==> src/rtl/conv_layer_pkg.sv <==
// Shared FSM state type, load timing constant and signed max helper for the
// conv/pool layer sequencer.
package conv_layer_pkg;

  typedef enum logic [2:0] {
    S_IDLE,
    S_LOAD,
    S_FETCH,
    S_ISSUE,
    S_DRAIN,
    S_DONE
  } state_t;

  localparam int LOAD_CYCLES = 2;
  localparam int MAX_W       = 64;

  // Callers sign-extend narrower words to MAX_W and take the low bits back.
  function automatic logic signed [MAX_W-1:0] smax(input logic signed [MAX_W-1:0] a,
                                                    input logic signed [MAX_W-1:0] b);
    return (a > b) ? a : b;
  endfunction

endpackage

==> src/rtl/conv_pool_layer_ctrl_pool.sv <==
// Streaming group-of-POOL_N signed max reducer; out_vld pulses one cycle after
// the last member of each group arrives.
module pool_max_acc
  import conv_layer_pkg::*;
#(
  parameter int WIDTH  = 16,
  parameter int POOL_N = 4
) (
  input  logic             clk,
  input  logic             rst_n,
  input  logic             clr,
  input  logic             in_vld,
  input  logic [WIDTH-1:0] in_data,
  output logic             out_vld,
  output logic [WIDTH-1:0] out_data
);

  localparam int CW = (POOL_N > 1) ? $clog2(POOL_N) : 1;

  logic [CW-1:0]           cnt_q;
  logic signed [WIDTH-1:0] acc_q;
  logic signed [WIDTH-1:0] in_s;
  logic signed [WIDTH-1:0] mx;
  logic signed [MAX_W-1:0] max_w;

  assign in_s  = in_data;
  assign max_w = smax(MAX_W'(acc_q), MAX_W'(in_s));
  // The first member of a group seeds the accumulator regardless of its old value.
  assign mx    = (cnt_q == '0) ? in_s : max_w[WIDTH-1:0];

  always_ff @(posedge clk or negedge rst_n) begin
    if (!rst_n) begin
      cnt_q    <= '0;
      acc_q    <= '0;
      out_vld  <= 1'b0;
      out_data <= '0;
    end else begin
      out_vld <= 1'b0;
      if (clr) begin
        cnt_q <= '0;
      end else if (in_vld) begin
        if (cnt_q == CW'(POOL_N - 1)) begin
          cnt_q    <= '0;
          out_vld  <= 1'b1;
          out_data <= mx;
        end else begin
          cnt_q <= cnt_q + 1'b1;
          acc_q <= mx;
        end
      end
    end
  end

endmodule

==> src/rtl/conv_pool_layer_ctrl.sv <==
// Layer sequencer: per kernel, fetch K-row windows, issue them to the calc unit,
// max-pool the results and write them to kernel-banked addresses.
// Define RELU_EN to clamp negative pooled values to zero before the write.
module conv_pool_layer_ctrl
  import conv_layer_pkg::*;
#(
  parameter int WIDTH       = 16,
  parameter int K           = 5,
  parameter int NUM_KERNELS = 6,
  parameter int WINDOWS     = 576,
  parameter int CALC_LAT    = 7,
  parameter int POOL_N      = 4,
  parameter int OUT_STRIDE  = 1024,
  parameter int ADDR_W      = 32
) (
  input  logic                           clk,
  input  logic                           rst_n,
  input  logic                           layer_en_i,
  output logic                           busy_o,
  output logic                           done_o,
  output logic [ADDR_W-1:0]              ker_idx_o,
  input  logic [K*K*WIDTH-1:0]           ker_data_i,
  input  logic [WIDTH-1:0]               bias_i,
  output logic                           rd_en_o,
  output logic [ADDR_W-1:0]              rd_win_o,
  output logic [ADDR_W-1:0]              rd_row_o,
  input  logic [K*WIDTH-1:0]             rd_data_i,
  output logic                           calc_valid_o,
  output logic [(2*K*K+1)*WIDTH-1:0]     calc_data_o,
  input  logic [WIDTH-1:0]               calc_result_i,
  output logic                           wr_en_o,
  output logic [ADDR_W-1:0]              wr_addr_o,
  output logic [WIDTH-1:0]               wr_data_o
);

  localparam int RW = K * WIDTH;
  localparam int KW = K * K * WIDTH;

  state_t              state_q, state_d;
  logic [ADDR_W-1:0]   ker_idx_q, win_cnt_q, row_cnt_q, out_cnt_q, load_cnt_q;
  logic [KW-1:0]       ker_q, win_q, win_next;
  logic [WIDTH-1:0]    bias_q;
  logic                rd_vld_p1;
  logic [ADDR_W-1:0]   row_p1;
  logic [CALC_LAT-1:0] vld_pipe;
  logic                load_entry;
  logic                pool_vld;
  logic [WIDTH-1:0]    pool_data;

  function automatic logic signed [WIDTH-1:0] relu(input logic signed [WIDTH-1:0] v);
`ifdef RELU_EN
    return v[WIDTH-1] ? '0 : v;
`else
    return v;
`endif
  endfunction

  always_comb begin
    state_d      = state_q;
    busy_o       = 1'b0;
    done_o       = 1'b0;
    rd_en_o      = 1'b0;
    calc_valid_o = 1'b0;
    case (state_q)
      S_IDLE:  if (layer_en_i) state_d = S_LOAD;
      S_LOAD: begin
        busy_o = 1'b1;
        if (load_cnt_q == ADDR_W'(LOAD_CYCLES - 1)) state_d = S_FETCH;
      end
      S_FETCH: begin
        busy_o  = 1'b1;
        rd_en_o = 1'b1;
        if (row_cnt_q == ADDR_W'(K - 1)) state_d = S_ISSUE;
      end
      S_ISSUE: begin
        busy_o       = 1'b1;
        calc_valid_o = 1'b1;
        state_d      = (win_cnt_q < ADDR_W'(WINDOWS - 1)) ? S_FETCH : S_DRAIN;
      end
      // The final pooled write is registered and leaves on the same cycle the
      // valid pipe runs empty, so exiting here never drops it.
      S_DRAIN: begin
        busy_o = 1'b1;
        if (vld_pipe == '0)
          state_d = (ker_idx_q < ADDR_W'(NUM_KERNELS - 1)) ? S_LOAD : S_DONE;
      end
      S_DONE: begin
        done_o  = 1'b1;
        state_d = S_IDLE;
      end
      default: state_d = S_IDLE;
    endcase
  end

  assign load_entry = (state_d == S_LOAD) && (state_q != S_LOAD);

  // The last row lands on the ISSUE cycle; merge it combinationally so the
  // issued window is complete.
  always_comb begin
    win_next = win_q;
    if (rd_vld_p1) win_next[(K - 1 - int'(row_p1)) * RW +: RW] = rd_data_i;
  end

  always_ff @(posedge clk or negedge rst_n) begin
    if (!rst_n) begin
      state_q    <= S_IDLE;
      ker_idx_q  <= '0;
      win_cnt_q  <= '0;
      row_cnt_q  <= '0;
      out_cnt_q  <= '0;
      load_cnt_q <= '0;
      ker_q      <= '0;
      bias_q     <= '0;
      win_q      <= '0;
      rd_vld_p1  <= 1'b0;
      row_p1     <= '0;
      vld_pipe   <= '0;
    end else begin
      state_q   <= state_d;
      // fetch -> window register stage
      rd_vld_p1 <= rd_en_o;
      row_p1    <= row_cnt_q;
      win_q     <= win_next;
      // issue -> result stage (CALC_LAT deep)
      vld_pipe  <= (vld_pipe << 1) | CALC_LAT'(calc_valid_o);
      case (state_q)
        S_IDLE:  if (layer_en_i) ker_idx_q <= '0;
        S_LOAD: begin
          load_cnt_q <= load_cnt_q + 1'b1;
          ker_q      <= ker_data_i;
          bias_q     <= bias_i;
          win_cnt_q  <= '0;
          row_cnt_q  <= '0;
        end
        S_FETCH: row_cnt_q <= (row_cnt_q == ADDR_W'(K - 1)) ? '0 : row_cnt_q + 1'b1;
        S_ISSUE: win_cnt_q <= win_cnt_q + 1'b1;
        S_DRAIN: if (state_d == S_LOAD) ker_idx_q <= ker_idx_q + 1'b1;
        default: ;
      endcase
      if (load_entry) begin
        load_cnt_q <= '0;
        out_cnt_q  <= '0;
      end else if (pool_vld) begin
        out_cnt_q <= out_cnt_q + 1'b1;
      end
    end
  end

  pool_max_acc #(
    .WIDTH  (WIDTH),
    .POOL_N (POOL_N)
  ) u_pool (
    .clk      (clk),
    .rst_n    (rst_n),
    .clr      (load_entry),
    .in_vld   (vld_pipe[CALC_LAT-1]),
    .in_data  (calc_result_i),
    .out_vld  (pool_vld),
    .out_data (pool_data)
  );

  assign ker_idx_o   = ker_idx_q;
  assign rd_win_o    = win_cnt_q;
  assign rd_row_o    = row_cnt_q;
  assign calc_data_o = {ker_q, win_next, bias_q};
  assign wr_en_o     = pool_vld;
  assign wr_addr_o   = ker_idx_q * ADDR_W'(OUT_STRIDE) + out_cnt_q;
  assign wr_data_o   = relu(pool_data);

endmodule

==> config.mk <==
export PLATFORM = sky130hd
export DESIGN_NAME = conv_pool_layer_ctrl
export DESIGN_NICKNAME = d
export VERILOG_FILES = /design/src/rtl/conv_layer_pkg.sv /design/src/rtl/conv_pool_layer_ctrl_pool.sv /design/src/rtl/conv_pool_layer_ctrl.sv
export SDC_FILE = /design/constraint.sdc
export NUM_CORES = 2
export LEC_CHECK = 0
export CAP_MARGIN = 30
export CORE_AREA = 4 4 566 568
export CTS_CLUSTER_SIZE = 8
export DETAILED_ROUTE_END_ITERATION = 7
export DIE_AREA = 0 0 570 572
export GPL_ROUTABILITY_DRIVEN = 0
export RECOVER_POWER = 25
export SYNTH_ARGS = -nofsm -noshare
export SYNTH_HDL_FRONTEND = slang
export SYNTH_SLANG_ARGS = --single-unit
==> constraint.sdc <==
create_clock -name clk -period 26.5 [get_ports clk]
set_input_delay 6.625 -clock clk [delete_from_list [all_inputs] [get_ports clk]]
set_output_delay 6.625 -clock clk [all_outputs]
set_load 0.005 [all_outputs]
======== Yosys cells after proc, flatten, opt, wreduce, memory -nomap -nowiden ========
Index checks and enable logic that the tools add are counted.
cells by class
  muxes and demuxes ....................... 31
  $add $sub $neg .......................... 9
  eq/ne operators ......................... 12
  $mul .................................... 1
  div/mod/pow operators ................... 0
  bitwise gates (word level) .............. 3
  order comparisons ....................... 3
  reductions and logical operators ........ 14
  shift-type cells ........................ 2
operators by type and width
  cell                                                     number
  bitwise mux 400 bit                                      1
  2-to-1 mux 400 bit                                       1
  variable shift 80 x 33 -> 400 bit, first input constant  1
  variable part select 80 x 33 -> 400 bit                  1
  2-to-1 mux 32 bit                                        7
  one-hot mux 32 bit (2 select lines)                      3
  adder 32 x 1 -> 32 bit, second input constant            5
  negation 32 -> 33 bit                                    1
  adder 32 bit                                             1
  equality test 32 x 1 -> 1 bit, second input constant     1
  equality test 32 x 3 -> 1 bit, second input constant     1
  < comparator 32 x 10 -> 1 bit, second input constant     1
  < comparator 32 x 3 -> 1 bit, second input constant      1
  multiplier 32 x 4 -> 28 bit, second input constant       1
  2-to-1 mux 16 bit                                        2
  subtractor 4 x 32 -> 32 bit, first input constant        1
  2-to-1 mux 3 bit                                         6
  greater-than comparator 16 bit                           1
  one-hot mux 3 bit (5 select lines)                       1
  nonzero test 2 bit                                       6
  AND reduction 3 bit                                      3
  zero test 7 bit                                          1
  2-to-1 mux 1 bit                                         7
  OR 7 x 1 -> 7 bit                                        1
  13 further kinds                                         20
word-level totals
  input port bits ......................... 515
  RAM bits ................................ 0
  ROM bits ................................ 0
  latch bits .............................. 0
  memories kept ........................... 0
  flip-flop bits (word level) ............. 1054

======== Longest topological paths before layout ========
  depth in word-level cells ............... 8
  mapped depth ............................ 28
  mapped depth without buffers ............ 22

======== Hierarchy ========
Synthesis repeated with hierarchy kept, for this count alone.
second synthesis, totals
  cell total of the unflattened synthesis .. 5363
  area total of the unflattened synthesis .. 52146.3 µm²
by module, submodules not included
  module                area an instance (µm²)  cells each  times used  seq. area each (µm²)
  conv_pool_layer_ctrl  50095.5                 5150        1           25399.4
  pool_max_acc          2050.7                  213         1           875.8

======== Worst setup path after synthesis ========
OpenSTA, ideal clock, no wires.
  kind .................................... in2out
  start ................................... input port rd_data_i[70]
  end ..................................... output port calc_data_o[102]
  slack ................................... 11.983 ns
  arrival ................................. 7.892 ns
  cell stages on the path ................. 6
  cell sequence ........................... clkbuf_1 > mux4_2 > and2_1 > inv_1 > o22ai_1 > mux2_1
on the way
  cells in the longest elaborated chain, start to end .. 3
ends and longest elaborated chain
  what                                     RTL line                     source
  start, declared                          conv_pool_layer_ctrl.sv:27   input logic [K*WIDTH-1:0] rd_data_i,
  variable part select 80 x 33 -> 400 bit  conv_pool_layer_ctrl.sv:101  if (rd_vld_p1) win_next[(K - 1 - int'(row_p1)) * RW +: RW] = rd_data_i;
  bitwise mux 400 bit                      conv_pool_layer_ctrl.sv:101
  2-to-1 mux 400 bit                       conv_pool_layer_ctrl.sv:101
  end, declared                            conv_pool_layer_ctrl.sv:29   output logic [(2*K*K+1)*WIDTH-1:0] calc_data_o,
No other way between the ends.

======== Worst setup path after layout ========
  start ................................... input port rd_data_i[79]
  end ..................................... output port calc_data_o[367]
The elaborated chain is that of the path after synthesis.

==> impl_metrics.tcl <==
set metrics [dict create \
    status "complete, but fails checks" \
    violations "capacitance limit, slew limit" \
    final_cell_area_um2 76500 \
    grt_pass1_vias 47500 \
    worstSkewPairLatency_ns 0.82 \
    cts_root_buf "clkbuf_16" \
    seq_area_um2 26300 \
    fin_hold_ws_ns 0.360 \
    drive_gt1_share_pct 11.2 \
    setup_ws_ns 9.92 \
    dr_wl_met3_um 30800 \
    wl_per_cell_um 27.6 \
    final_cell_mix "1571 x nand2_1, 1062 x clkdlybuf4s50_1, 1049 x dfrtp_1, 416 x dlygate4sd3_1, 350 x mux2_2" \
    postCtsHoldBufs 0 \
    drt_pass1_iterations 6 \
    cts_max_path_buffers 4 \
    finClkSkew_ns 0.0738 \
    multi_input_area_um2 24100 \
    fmax_ghz 0.0603 \
    die_x_um 570 \
    worstPathRequired_ns 19.88 \
    yosysUniqueCellTypes 92 \
    grt_max_degree 160 \
    whs_path_depth 0 \
    wl_met1_um 104000 \
    drv_slew 434 \
    min_from "vld_pipe[1]" \
    dp_hpwl_um 245000 \
    crit_type "input port to output port" \
    slowest_delay_ns 0.91 \
    cts_setup_buffers 0 \
    fin_crit_ns 16.58 \
    final_common_cell "nand2_1" \
    hold_path_class "flop to flop" \
    cts_sinks 1050 \
    ff2ff_setup_slack_ns 17.95 \
    path_cells "clkdlybuf4s50_1 > mux2_2 > nor2_1 > a211oi_1 > inv_1 > o22ai_1 > mux2_2 > clkdlybuf4s50_1" \
    h-tree-depth 4 \
    cap_violations 8 \
    hold_violations 0 \
    wl_um 308000 \
    io_pins 1480 \
    fillers 33900 \
    antenna_found_initial 182 \
    r2r_cells 23 \
    postPlaceCellArea_um2 71600 \
    avgSynthCellArea_um2 9.61 \
    syn_inst 5392 \
    crit_slowest_cell "clkdlybuf4s50_1" \
    cts_resized 0 \
    cp-end-kind "output port" \
    clkTransAtPathRegs_ns 0.05 \
    period_share_pct 62.6 \
    via_per_inst 4.41 \
    rsz0062_at_grt "false" \
    arrival_ns 9.95 \
    grtUsageTotal_pct 17.8 \
    die_area_um2 326000 \
    area_growth_pct 47.7 \
    startpoint_type "input port" \
    nNetsFinal 7416 \
    hold_end "vld_pipe[2]" \
    die_h_um 572 \
    seq_area_frac_synth_pct 50.7 \
    antenna_left 0 \
    tightest_slew_ns 5.20 \
    core_um2 315000 \
    synth_edf_count 0 \
    cp_max_fo 8 \
    r2r_start "row_p1[0]" \
    initial_core_util_pct 16.5 \
    syn-num-nets 6004 \
    r2r-end "win_q[124]" \
    powerDensity_nw_per_um2 51.4 \
    netlist_area_um2 51800 \
    ys.flop_type "dfrtp_1" \
    drc_errors 0 \
    cts_buffers 159 \
    slew_headroom_pct -247 \
    synth-seq-cells 1050 \
    drtIter0Drc 4410 \
    fin_tns_setup_ns 0 \
    gr-total-overflow 0 \
    synthArstFlopShare_pct 100 \
    synth_warnings 0 \
    routed-via-count 49100 \
    setup_viol 0 \
    rows 206 \
    preCtsSetupSlack_ns 9.92 \
    top_layer "met5" \
    ir_drop_mv 0.0407 \
    wl_met2_um 154000 \
    grt_pass1_wl_um 408000 \
    tritoncts "built" \
    port_buffers 1479 \
    power_leakage_nw 33.3 \
]
==> per-layer routing <==
metal | GRT usage [%] | vias to the layer above
li1 | - | 21600
met1 | 18.5 | 24100
met2 | 31.3 | 2628
met3 | 6.30 | 746
met4 | 9.94 | 30
met5 | 0.367 | -
==> through the flow <==
stage / power, mW / utilization (%) / std cells
floorplan: 1.76 / - / 5392
global placement: 2.05 / 22.7 / 10800
detailed placement: 2.05 / 22.8 / 10800
CTS: 4.00 / 24.2 / 11000
global route: 4.07 / 24.3 / 11100
finish: 3.93 / 24.3 / 11200
==> critical path: cells and delay by family <==
kind,cells,cell delay [ns]
buffers and inverters,3,1.62
multiplexers,2,0.66
AND/OR/NAND/NOR,1,0.06
AO/OA/AOI/OAI,2,0.97
==> worst max-delay path by stage <==
stage	from	to
3_5_place_dp	rd_data_i[72]	calc_data_o[120]
2_1_floorplan	rd_data_i[70]	calc_data_o[102]
5_1_grt	row_p1[0]	calc_data_o[306]
6_report	rd_data_i[79]	calc_data_o[367]
4_1_cts	row_p1[0]	calc_data_o[306]
3_3_place_gp	rd_data_i[62]	calc_data_o[286]
==> state kept, by name, indices dropped and copies added, names as in the netlist, 16 cells and up <==
| signal | flops |
|---|---|
| out_cnt_q | 32 |
| rd_win_o | 32 |
| u_pool.out_data | 16 |
| ker_q | 400 |
| win_q | 400 |
| rd_row_o | 32 |
| u_pool.acc_q | 16 |
| bias_q | 16 |
| load_cnt_q | 32 |
| row_p1 | 28 |
| ker_idx_o | 32 |
==> logic make-up after synthesis <==
family | share of synthesized area (%)
xor gates and xnor gates | 1.97
DFF | 50.7
and+or+nand+nor | 19.2
muxes | 11.3
adders and majority gates | 2.37
AOI/OAI and AO/OA | 11.1
buffers and inverters | 3.32
==> cell type report <==
type,instances,area share (%)
diodes,153,0.500
flip-flops and latches,1050,34.4
well taps,4160,6.80
multi-input cells,3925,31.5
repair buffers,1590,20.6
clock buffers,178,5.45
inverters,78,0.383
clock inverters,18,0.373
==> cells in the mapped netlist (all sizes together) (55+ instances only) <==
| cell | instances | area share [%] |
|---|---|---|
| nand2 | 1573 | 11 |
| dfrtp | 1050 | 51 |
| mux2 | 412 | 9.1 |
| clkbuf | 273 | 2.0 |
| o21ai | 258 | 2.5 |
| nor2 | 247 | 1.8 |
| a21oi | 153 | 1.5 |
| nand3 | 140 | 1.4 |
| o22ai | 118 | 1.4 |
| ha | 95 | 2.3 |
| mux2i | 79 | 1.5 |
| inv | 78 | 0.57 |
| buf | 66 | 0.78 |
| xnor2 | 60 | 1.0 |
| nor3 | 56 | 0.67 |
| xor2 | 55 | 0.94 |
==> power by group <==
group | internal, mW | switching, mW
sequential | 1.64 | 0.0259
clock | 1.12 | 0.803
combinational | 0.155 | 0.182
total | 2.92 | 1.01
Power figures use the tool's default switching activity.
